===== src/rtl/vga_timing_gen_if.sv =====
// vga_timing_gen_if: upstream pixel request/colour and DAC-side timing signals
interface vga_timing_gen_if #(
  parameter int COLOR_W = 8,
  parameter int XW = 10,
  parameter int YW = 10
);
  logic [COLOR_W-1:0] r_in, g_in, b_in;
  logic [XW-1:0] x;
  logic [YW-1:0] y;
  logic pix_en, frame_start, line_start;
  logic vga_clk, vga_hs, vga_vs, vga_sync_b, vga_blank_b;
  logic [COLOR_W-1:0] vga_r, vga_g, vga_b;
  modport master (
    input  r_in, g_in, b_in,
    output x, y, pix_en, frame_start, line_start,
    output vga_clk, vga_hs, vga_vs, vga_sync_b, vga_blank_b, vga_r, vga_g, vga_b
  );
  modport slave (
    output r_in, g_in, b_in,
    input  x, y, pix_en, frame_start, line_start,
    input  vga_clk, vga_hs, vga_vs, vga_sync_b, vga_blank_b, vga_r, vga_g, vga_b
  );
endinterface


===== src/rtl/vga_timing_gen.sv =====
// vga_timing_gen: VGA raster counters with a one-pixel registered sync/blank/colour stage
module vga_timing_gen #(
  parameter int H_ACTIVE = 640,
  parameter int H_FP = 16,
  parameter int H_SYNC = 96,
  parameter int H_BP = 48,
  parameter int V_ACTIVE = 480,
  parameter int V_FP = 10,
  parameter int V_SYNC = 2,
  parameter int V_BP = 33,
  parameter int CLK_DIV = 2,
  parameter bit HS_POL = 1'b0,
  parameter bit VS_POL = 1'b0,
  parameter int COLOR_W = 8
) (
  input logic clk,
  input logic reset,
  vga_timing_gen_if.master v
);
  localparam int H_TOTAL = H_ACTIVE + H_FP + H_SYNC + H_BP;
  localparam int V_TOTAL = V_ACTIVE + V_FP + V_SYNC + V_BP;
  localparam int HW = $clog2(H_TOTAL);
  localparam int VW = $clog2(V_TOTAL);
  localparam int DW = $clog2(CLK_DIV);
  logic [DW-1:0] div_cnt, div_nxt;
  logic [HW-1:0] hcnt;
  logic [VW-1:0] vcnt;
  logic pix_en, h_end, v_end, active, hs_raw, vs_raw;
  always_comb begin
    pix_en = div_cnt == DW'(CLK_DIV - 1);
    div_nxt = pix_en ? '0 : div_cnt + 1'b1;
    h_end = hcnt == HW'(H_TOTAL - 1);
    v_end = vcnt == VW'(V_TOTAL - 1);
    active = (hcnt < HW'(H_ACTIVE)) && (vcnt < VW'(V_ACTIVE));
    hs_raw = (hcnt >= HW'(H_ACTIVE + H_FP)) && (hcnt < HW'(H_ACTIVE + H_FP + H_SYNC));
    vs_raw = (vcnt >= VW'(V_ACTIVE + V_FP)) && (vcnt < VW'(V_ACTIVE + V_FP + V_SYNC));
  end
  assign v.pix_en = pix_en;
  assign v.x = hcnt;
  assign v.y = vcnt;
  assign v.line_start = pix_en && hcnt == '0;
  assign v.frame_start = pix_en && hcnt == '0 && vcnt == '0;
  assign v.vga_sync_b = 1'b0;
  // vga_clk follows the next divider value so it stays in phase with div_cnt
  always_ff @(posedge clk) begin
    if (reset) begin
      div_cnt <= '0;
      hcnt <= '0;
      vcnt <= '0;
      v.vga_clk <= 1'b0;
      v.vga_hs <= ~HS_POL;
      v.vga_vs <= ~VS_POL;
      v.vga_blank_b <= 1'b0;
      v.vga_r <= {COLOR_W{1'b0}};
      v.vga_g <= {COLOR_W{1'b0}};
      v.vga_b <= {COLOR_W{1'b0}};
    end else begin
      div_cnt <= div_nxt;
      v.vga_clk <= div_nxt >= DW'(CLK_DIV / 2);
      if (pix_en) begin
        hcnt <= h_end ? '0 : hcnt + 1'b1;
        if (h_end) vcnt <= v_end ? '0 : vcnt + 1'b1;
        v.vga_hs <= hs_raw ? HS_POL : ~HS_POL;
        v.vga_vs <= vs_raw ? VS_POL : ~VS_POL;
        v.vga_blank_b <= active;
        v.vga_r <= active ? v.r_in : {COLOR_W{1'b0}};
        v.vga_g <= active ? v.g_in : {COLOR_W{1'b0}};
        v.vga_b <= active ? v.b_in : {COLOR_W{1'b0}};
      end
    end
  end
endmodule

===== src/flat_wrapper.sv =====
// flat-port wrapper written by rule: the top's interface ports become plain ports
module vga_timing_gen_flat 
#(
  parameter int H_ACTIVE = 640,
  parameter int H_FP = 16,
  parameter int H_SYNC = 96,
  parameter int H_BP = 48,
  parameter int V_ACTIVE = 480,
  parameter int V_FP = 10,
  parameter int V_SYNC = 2,
  parameter int V_BP = 33,
  parameter int CLK_DIV = 2,
  parameter bit HS_POL = 1'b0,
  parameter bit VS_POL = 1'b0,
  parameter int COLOR_W = 8
)
  (clk, reset, v_r_in, v_g_in, v_b_in, v_x, v_y, v_pix_en, v_frame_start, v_line_start, v_vga_clk, v_vga_hs, v_vga_vs, v_vga_sync_b, v_vga_blank_b, v_vga_r, v_vga_g, v_vga_b);
  vga_timing_gen_if #(.COLOR_W(COLOR_W)) v_i ();
  input logic clk;
  input logic reset;
  input wire logic [$bits(v_i.r_in)-1:0] v_r_in;
  input wire logic [$bits(v_i.g_in)-1:0] v_g_in;
  input wire logic [$bits(v_i.b_in)-1:0] v_b_in;
  output wire logic [$bits(v_i.x)-1:0] v_x;
  output wire logic [$bits(v_i.y)-1:0] v_y;
  output wire logic [$bits(v_i.pix_en)-1:0] v_pix_en;
  output wire logic [$bits(v_i.frame_start)-1:0] v_frame_start;
  output wire logic [$bits(v_i.line_start)-1:0] v_line_start;
  output wire logic [$bits(v_i.vga_clk)-1:0] v_vga_clk;
  output wire logic [$bits(v_i.vga_hs)-1:0] v_vga_hs;
  output wire logic [$bits(v_i.vga_vs)-1:0] v_vga_vs;
  output wire logic [$bits(v_i.vga_sync_b)-1:0] v_vga_sync_b;
  output wire logic [$bits(v_i.vga_blank_b)-1:0] v_vga_blank_b;
  output wire logic [$bits(v_i.vga_r)-1:0] v_vga_r;
  output wire logic [$bits(v_i.vga_g)-1:0] v_vga_g;
  output wire logic [$bits(v_i.vga_b)-1:0] v_vga_b;
  assign v_i.r_in = v_r_in;
  assign v_i.g_in = v_g_in;
  assign v_i.b_in = v_b_in;
  assign v_x = v_i.x;
  assign v_y = v_i.y;
  assign v_pix_en = v_i.pix_en;
  assign v_frame_start = v_i.frame_start;
  assign v_line_start = v_i.line_start;
  assign v_vga_clk = v_i.vga_clk;
  assign v_vga_hs = v_i.vga_hs;
  assign v_vga_vs = v_i.vga_vs;
  assign v_vga_sync_b = v_i.vga_sync_b;
  assign v_vga_blank_b = v_i.vga_blank_b;
  assign v_vga_r = v_i.vga_r;
  assign v_vga_g = v_i.vga_g;
  assign v_vga_b = v_i.vga_b;
  vga_timing_gen #(.H_ACTIVE(H_ACTIVE), .H_FP(H_FP), .H_SYNC(H_SYNC), .H_BP(H_BP), .V_ACTIVE(V_ACTIVE), .V_FP(V_FP), .V_SYNC(V_SYNC), .V_BP(V_BP), .CLK_DIV(CLK_DIV), .HS_POL(HS_POL), .VS_POL(VS_POL), .COLOR_W(COLOR_W)) u_core (.clk(clk), .reset(reset), .v(v_i));
endmodule

===== config.mk =====
export PLATFORM = sky130hd
export DESIGN_NAME = vga_timing_gen_flat
export DESIGN_NICKNAME = d
export VERILOG_FILES = /design/src/rtl/vga_timing_gen_if.sv /design/src/rtl/vga_timing_gen.sv /design/src/flat_wrapper.sv
export SDC_FILE = /design/constraint.sdc
export NUM_CORES = 1
export LEC_CHECK = 0
export BUFFER_PORTS_ARGS = -buffer_cell sky130_fd_sc_hd__buf_2
export CAP_MARGIN = 30
export CORE_MARGIN = 3
export CORE_UTILIZATION = 32
export DETAILED_ROUTE_END_ITERATION = 10
export MAX_ROUTING_LAYER = met4
export SLEW_MARGIN = 20
export SYNTH_ARGS = -nofsm -noshare
export SYNTH_HDL_FRONTEND = slang
export SYNTH_SLANG_ARGS = --single-unit
export TNS_END_PERCENT = 100

===== constraint.sdc =====
create_clock -name clk -period 2.6 [get_ports clk]
set_clock_uncertainty 0.1 [all_clocks]
set_input_delay 0.13 -clock clk [delete_from_list [all_inputs] [get_ports clk]]
set_output_delay 0.13 -clock clk [all_outputs]
set_load 0.01 [all_outputs]

==> flow_metrics.tcl, run 1 <==
set metrics [dict create \
    fmax_mhz 440 \
    vdd_drop_max_uv 263 \
    dr_total_vias 1832 \
    ys.flop_type "dfxtp_1" \
    critPathMaxFanout 10 \
    grt_pass1_vias 1691 \
    cts_buffers 5 \
    drtPass1Iterations 4 \
    gr-total-overflow 0 \
    fin_util 0.482 \
    wl_per_cell_um 14.4 \
    first_iter_violations 89 \
    vias_per_cell 5.01 \
    setup_tns_ns 0 \
    cp_cell_sequence "or4b_2 -> nor3_1 -> and4_1 -> buf_2" \
    hpwl_um 3440 \
    fp-row-count 27 \
    diodes 0 \
    yosysUniqueCellTypes 38 \
    area_growth_pct 40.4 \
    path_clk_slew_ns 0.09 \
    grt_pass1_wl_um 8360 \
    io_buffer_count 76 \
    clock-sinks 48 \
    layout_commonest_cell "buf_2" \
    syn_avg_cell_area_sq_um 9.94 \
    min-delay-path-class "input pin to register" \
    power_density_mw_per_mm2 567 \
    grt_max_degree 26 \
    syn-num-nets 227 \
    cp.arrival_ns 2.05 \
    crit_path_end_kind "output pin" \
    ioPinCount 78 \
    htree_levels 2 \
    root_buffer "clkbuf_8" \
    worstSetupPathType "register to output pin" \
    seq_area_frac_synth 0.491 \
    period_share 0.875 \
    fin_nets 324 \
    drive_above_1_share 0.316 \
    hold_viol 0 \
    synth_edf_count 0 \
    synth_warnings 0 \
    routed_wl_um 5280 \
    drtAntennaViolNets 0 \
    die_area_sq_mm 0.00709 \
    fp.dieH_um 84.2 \
    cts_tree "built" \
    remaining_drc_errors 0 \
    slew-limit-headroom 0.376 \
    p_leak_nw 1.21 \
    setup-violations-final 0 \
    crit_slowest_cell "or4b_2" \
    synth_area_sq_mm 0.00196 \
    p_total_mw 1.56 \
    post_cts_buffers 0 \
    clk_latency_ns 0.29 \
    ys_ff_latch 48 \
    drv_cap 0 \
    gp_congestion 0.792 \
    rsz0062_at_grt "no" \
    die_x_um 84.2 \
    slew_viol_final 0 \
    final_cell_mix "buf_2, dfxtp_1, a22o_1, dlygate4sd3_1" \
    required_ns 2.37 \
    cts_resized 0 \
    max_stage_delay_ns 0.61 \
    grtUsageTotal 0.150 \
    cp-start-kind "register" \
    synthCells 197 \
    finalWorstPathRequiredPeriod_ns 2.28 \
    tightest_slew_ns 0.936 \
    synthArstFlopShare 0 \
    start_util 0.343 \
    clockBufferDepth 2 \
    antenna_found_initial 0 \
    status "finished clean" \
    core_sq_mm 0.00571 \
]
==> cell usage after synthesis, types with 2 or more instances <==
cell type	instances	area share
dfxtp_1	48	0.49
a22o_1	24	0.11
a21oi_1	10	0.026
nand3_1	10	0.026
nor2_1	10	0.019
nand2_1	9	0.017
clkbuf_1	8	0.015
nor3_1	8	0.020
xor2_1	7	0.031
and4_1	5	0.022
inv_1	5	0.0096
ha_1	4	0.026
nor4_1	4	0.013
xnor2_1	4	0.018
nand4_1	3	0.0096
o31ai_1	3	0.012
or4_1	3	0.012
and3_1	2	0.0064
buf_2	2	0.0051
buf_4	2	0.0077
buf_6	2	0.012
nand2b_1	2	0.0064
nand4b_1	2	0.0089
o21ai_0	2	0.0051
o41ai_1	2	0.0089
or2_2	2	0.0064
or4b_1	2	0.010
or4b_2	2	0.010
==> routing by layer <==
| metal | vias up | global-route usage | wire (um) |
|---|---|---|---|
| met5 | - | - | 0 |
| met4 | 0 | 0.0439 | 53 |
| met3 | 5 | 0.0353 | 411 |
| met2 | 76 | 0.219 | 2280 |
| met1 | 829 | 0.205 | 2530 |
| li1 | 922 | - | - |
==> path summary, 6_finish.rpt <==
check	from	end	slack, ns	cells past startpoint
min reg2reg	u_core.v.vga_blank_b$_SDFFE_PP0P_	u_core.v.vga_blank_b$_SDFFE_PP0P_	0.36	1
max	u_core.v.vga_clk$_SDFF_PP0_	v_frame_start	0.32	4
min	reset	u_core.v.x[4]$_SDFFE_PP0P_	0.11	2
max reg2reg	u_core.v.x[0]$_SDFFE_PP0P_	u_core.v.y[3]$_SDFFE_PP0P_	0.47	5
==> where the power goes <==
| part | leakage (nW) | internal [mW] | switching (mW) |
|---|---|---|---|
| logic | 0.756 | 0.0875 | 0.0741 |
| registers | 0.391 | 0.762 | 0.0187 |
| clock network | 0.0642 | 0.378 | 0.237 |
| total | 1.21 | 1.23 | 0.330 |
==> logic make-up after synthesis <==
group / share of synthesized area
XOR/XNOR: 0.0492
adder cells (fa/ha/maj): 0.0256
buffers and inverters: 0.0492
flip-flops: 0.491
AO/OA/AOI/OAI: 0.175
other: 0.00192
AND/OR/NAND/NOR: 0.208
==> area by class of cell <==
class                      count  area, sq um
clock buffer                   5         68.8
clock inverter                 2         60.1
fill                         532         2960
inverter                       5         18.8
multi-input combinational    130          901
sequential                    48          961
tap                           72         90.1
timing repair buffer         104          651
==> through the flow <==
| stage | hold slack [ns] | setup slack [ns] | area [sq um] | std cells |
|---|---|---|---|---|
| floorplan | 0.163 | 0.511 | 1960 | 197 |
| global placement | 0.245 | 0.508 | 2380 | 335 |
| detailed placement | 0.255 | 0.477 | 2380 | 335 |
| CTS | 0.111 | 0.308 | 2750 | 366 |
| global route | 0.142 | 0.164 | 2750 | 366 |
| finish | 0.111 | 0.325 | 2750 | 366 |
==> repair_timing <==
item	4_1_cts	5_1_grt
hold buffers	24	0
endpoints found under the setup margin	0	0
endpoints found under the hold margin	24	0
==> registers in the layout, summed over array words and instances (netlist names) <==
| signal | cells |
|---|---|
| u_core.v.vga_g | 8 |
| u_core.v.vga_clk | 1 |
| u_core.v.vga_blank_b | 1 |
| u_core.v.vga_vs | 1 |
| u_core.v.vga_b | 8 |
| u_core.v.x | 10 |
| u_core.v.y | 10 |
| u_core.v.vga_r | 8 |
| u_core.v.vga_hs | 1 |
==> critical path: cells and delay by family (launching register included) <==
| kind | cells | cell delay (ns) |
|---|---|---|
| flip-flops | 1 | 0.50 |
| buffers and inverters | 1 | 0.13 |
| AND/OR/NAND/NOR | 3 | 1.13 |
No activity file was read; power rests on OpenSTA's default activity.
==> run 2: changes to the inputs <==
CORE_ASPECT_RATIO = 0.5   (was not set)
==> run 2 against run 1 <==
  * Worst setup slack got worse by 0.098 ns
  * Non-clock buffer count down 2
  * Final cell count did not move
  * Via count decreased by 0.55%
  * Sequential power about the same
==> flow_metrics.tcl, run 2 (same netlist as run 1, synthesis figures left out) <==
set metrics [dict create \
    critPathMaxFanout 16 \
    antenna_found_initial 0 \
    routed_wl_um 5110 \
    path_clk_slew_ns 0.07 \
    grtUsageTotal 0.145 \
    setup-violations-final 0 \
    stdcell_area_sq_mm 0.00278 \
    fmax_mhz 421 \
    placed_cells_incl_taps 334 \
    ioPinCount 78 \
    htree_levels 2 \
    grt.met1_usage 0.172 \
    fp.dieH_um 61.3 \
    cp-start-kind "register" \
    dr_total_vias 1822 \
    die_area_sq_mm 0.00715 \
    drtPass1Iterations 4 \
    cts_tree "built" \
    cp.arrival_ns 2.14 \
    place_area_sq_mm 0.00237 \
    cts_resized 0 \
    setup_tns_ns 0 \
    drtAntennaViolNets 0 \
    hold_start "reset" \
    clockBufferDepth 2 \
    worstSetupPathType "register to output pin" \
    slew-limit-headroom 0.396 \
    fin_nets 322 \
    fp-row-count 19 \
    slew_viol_final 0 \
    tightest_slew_ns 0.906 \
    remaining_drc_errors 0 \
    min-delay-path-class "input pin to register" \
    hold_viol 0 \
    startpoint "u_core.v.vga_clk$_SDFF_PP0_" \
    p_leak_nw 1.22 \
    vias_per_cell 4.98 \
    gr-total-overflow 0 \
    clk_latency_ns 0.28 \
    drv_cap 0 \
    grtUsageMet3 0.0294 \
    root_buffer "clkbuf_16" \
    wl_per_cell_um 14.0 \
    vdd_drop_max_uv 287 \
    final_cell_mix "buf_2, dfxtp_1, a22o_1, dlygate4sd3_1" \
    grtUsageMet2 0.258 \
    finalWorstPathRequiredPeriod_ns 2.37 \
    required_ns 2.37 \
    diodes 0 \
    rsz0062_at_grt "no" \
    clock-sinks 48 \
    layout_commonest_cell "buf_2" \
    die_x_um 117 \
    grt_pass1_wl_um 7960 \
    grt_max_degree 27 \
    gp_congestion 0.842 \
    first_iter_violations 82 \
    period_share 0.913 \
    grt_pass1_vias 1701 \
    crit_path_end_kind "output pin" \
    grt-busiest-layer "met2" \
    io_buffer_count 76 \
    power_density_mw_per_mm2 603 \
    r2r_start "u_core.v.vga_clk$_SDFF_PP0_" \
    area_growth_pct 41.9 \
    drive_above_1_share 0.314 \
    start_util 0.343 \
    hpwl_um 3420 \
    finalNonFillerCells 366 \
    status "finished clean" \
    r2r_setup_slack_ns 0.32 \
    cts_buffers 5 \
    core_sq_mm 0.00571 \
]
## run 2: cell types whose count changed in the layout (fill, tap and decap cells not counted)
cell | previous run | this run
clkbuf_16 | 0 | 5
clkinvlp_4 | 0 | 1
bufinv_16 | 2 | 1
inv_6 | 0 | 1
buf_4 | 4 | 2
clkbuf_8 | 5 | 0
## run 2: final timing paths
kind                                                          end  depth (start not counted)
worst max-delay path                                v_frame_start                          4
worst min-delay path                   u_core.v.x[6]$_SDFFE_PP0P_                          2
worst max register to register         u_core.v.y[2]$_SDFFE_PP0P_                          4
worst min register to register  u_core.v.vga_blank_b$_SDFFE_PP0P_                          1
## run 2: layout make-up
class	instances	area [sq um]
clock buffers	5	125
clock inverters	3	46.3
fillers	545	2930
inverters	5	18.8
multi-input cells	130	901
flip-flops and latches	48	961
well taps	73	91.3
repair buffers	102	636
## run 2: through the flow
| step | util | hold WS, ns | total power [mW] | setup WS, ns |
|---|---|---|---|---|
| 6_report | 0.487 | 0.102 | 1.68 | 0.227 |
| 5_1_grt | 0.487 | 0.113 | 1.73 | 0.103 |
| 4_1_cts | 0.487 | 0.104 | 1.70 | 0.191 |
| 3_5_place_dp | 0.415 | 0.251 | 0.928 | 0.371 |
| 3_3_place_gp | 0.415 | 0.245 | 0.925 | 0.509 |
| 2_1_floorplan | - | 0.163 | 0.868 | 0.511 |
## run 2: worst max-delay path: stages (launching register included)
cell	delay (ns)
dfxtp_1	0.61
or4b_2	0.62
nor3_1	0.27
and4_1	0.22
buf_2	0.13
## run 2: per-layer routing
metal / vias up / part of all wire
li1: 924 / -
met1: 863 / 0.45
met2: 31 / 0.51
met3: 4 / 0.030
met4: 0 / 0.0072
met5: - / 0
## run 2: what timing repair did
action,4_1_cts,5_1_grt
buffers inserted,0,0
setup endpoints to repair,0,0
hold buffers,24,0
endpoints found under the hold margin,24,0
## run 2: power breakdown
| part | internal [mW] | switching (mW) |
|---|---|---|
| combinational | 0.0865 | 0.0692 |
| sequential | 0.763 | 0.0199 |
| clock | 0.457 | 0.281 |
| total | 1.31 | 0.370 |
==> run 3: changes to the inputs <==
ABC_CLOCK_PERIOD_IN_PS = 2600   (was not set)
GPL_TIMING_DRIVEN = 0   (was not set)
==> run 3 against run 2 <==
  * Non-clock buffer count increased by 11
  * Routed wire length grew 2.0%
  * Combinational power increased by 5%
  * First-iteration DRC count up 23%
  * Global-route usage is 0.65 points higher
  * Final cell count rose by 3.0%
  * Flip-flop and latch count unchanged
  * Critical path depth grew 2
  * Total power grew 6.3%
  * Via count increased by 2.5%
  * Hold slack better by 0.093 ns
==> flow_metrics.tcl, run 3 (same netlist as run 1, synthesis figures left out) <==
set metrics [dict create \
    grt.met1_usage 0.195 \
    drtAntennaViolNets 0 \
    grtUsageTotal 0.152 \
    holdPathEnd "u_core.v.vga_hs$_SDFFE_PP1P_" \
    r2r_start "u_core.v.x[1]$_SDFFE_PP0P_" \
    cts_buffers 5 \
    hold_viol 0 \
    die_area_sq_mm 0.00715 \
    fp-row-count 19 \
    wl_per_cell_um 13.8 \
    hpwl_um 3560 \
    post_cts_buffers 0 \
    holdPathStages 2 \
    r2r_setup_slack_ns 0.31 \
    status "finished clean" \
    routed_wl_um 5210 \
    io_buffer_count 75 \
    hold_start "reset" \
    core_sq_mm 0.00571 \
    finalWorstPathRequiredPeriod_ns 2.29 \
    fin_nets 333 \
    rr_endpoint "u_core.v.y[2]$_SDFFE_PP0P_" \
    setup-violations-final 0 \
    stdcell_area_sq_mm 0.00286 \
    grt_pass1_vias 1721 \
    diodes 0 \
    grt-busiest-layer "met2" \
    vias_per_cell 4.95 \
    setup_tns_ns 0 \
    min-delay-path-class "input pin to register" \
    drtPass1Iterations 4 \
    clock-sinks 48 \
    grt_pass1_wl_um 8300 \
    hold_buffers 24 \
    layout_commonest_cell "buf_2" \
    drive_above_1_share 0.313 \
    p_leak_nw 1.26 \
    clockBufferDepth 2 \
    rsz0062_at_grt "no" \
    required_ns 2.65 \
    slew_viol_final 0 \
    grt_max_degree 17 \
    grtUsageMet2 0.250 \
    fillers 522 \
    ioPinCount 78 \
    worstSetupPathType "register to register" \
    fp.dieH_um 61.3 \
    period_share 0.883 \
    htree_levels 2 \
    regArea_sq_um 961 \
    slew-limit-headroom 0.381 \
    start_util 0.343 \
    cts_resized 0 \
    place_area_sq_mm 0.00242 \
    vdd_drop_max_uv 346 \
    path_clk_slew_ns 0.07 \
    root_buffer "clkbuf_16" \
    cp-start-kind "register" \
    critPathMaxFanout 9 \
    fmax_mhz 436 \
    clk_latency_ns 0.29 \
    die_x_um 117 \
    drv_cap 0 \
    multiInputGateArea_sq_um 901 \
    area_growth_pct 46.0 \
    cp.arrival_ns 2.35 \
    power_density_mw_per_mm2 623 \
    first_iter_violations 101 \
    final_cell_mix "buf_2, dfxtp_1, a22o_1, dlygate4sd3_1" \
    grtUsageMet3 0.0294 \
    tightest_slew_ns 0.921 \
    remaining_drc_errors 0 \
    gp_congestion 0.845 \
    crit_path_end_kind "register" \
    antenna_found_initial 0 \
    fin_util 0.501 \
    reg2regPathDepth 6 \
    dr_total_vias 1867 \
    cts_tree "built" \
    gr-total-overflow 0 \
]
run 3: worst max path at each step:
stage | startpoint | to | slack [ns] | depth (start not counted)
after detailed placement | u_core.v.x[1]$_SDFFE_PP0P_ | u_core.v.y[3]$_SDFFE_PP0P_ | 0.34 | 6
after global routing | u_core.v.x[0]$_SDFFE_PP0P_ | u_core.v.y[5]$_SDFFE_PP0P_ | 0.11 | 6
final | u_core.v.x[1]$_SDFFE_PP0P_ | u_core.v.y[2]$_SDFFE_PP0P_ | 0.31 | 6
after floorplan | u_core.v.x[0]$_SDFFE_PP0P_ | u_core.v.y[5]$_SDFFE_PP0P_ | 0.51 | 6
after global placement | u_core.v.x[0]$_SDFFE_PP0P_ | u_core.v.y[2]$_SDFFE_PP0P_ | 0.38 | 6
after CTS | u_core.v.x[0]$_SDFFE_PP0P_ | v_frame_start | 0.30 | 6
run 3: critical path, cell delays in order (launching register included):
cell,delay (ns)
dfxtp_1,0.40
ha_1,0.24
nand4_1,0.25
or3_4,0.40
buf_6,0.14
o21bai_1,0.52
nor2_1,0.10
run 3: stage by stage:
stage | setup WS (ns) | std cells | total power [mW] | hold slack [ns]
final | 0.305 | 377 | 1.78 | 0.196
after floorplan | 0.511 | 197 | 0.868 | 0.163
after detailed placement | 0.341 | 345 | 0.934 | 0.253
after CTS | 0.298 | 377 | 1.80 | 0.191
after global routing | 0.114 | 377 | 1.85 | 0.202
after global placement | 0.383 | 345 | 0.931 | 0.245
run 3: layer usage:
layer  part of all wire  wire [um]
met2               0.49       2540
met4                  0          0
met1               0.49       2550
met5                  0          0
met3              0.023        122
run 3: cell type report:
type,instances,area share
Tap cell,73,0.0319
Clock inverter,3,0.0241
Inverter,5,0.00656
Clock buffer,5,0.0438
Sequential cell,48,0.336
Multi-Input combinational cell,130,0.315
Timing Repair Buffer,99,0.215
Buffer,14,0.0271
run 3: power breakdown:
group / total (mW) / switching, mW / internal (mW)
logic: 0.164 / 0.0742 / 0.0895
clock network: 0.837 / 0.283 / 0.554
registers: 0.781 / 0.0185 / 0.763
total: 1.78 / 0.375 / 1.41
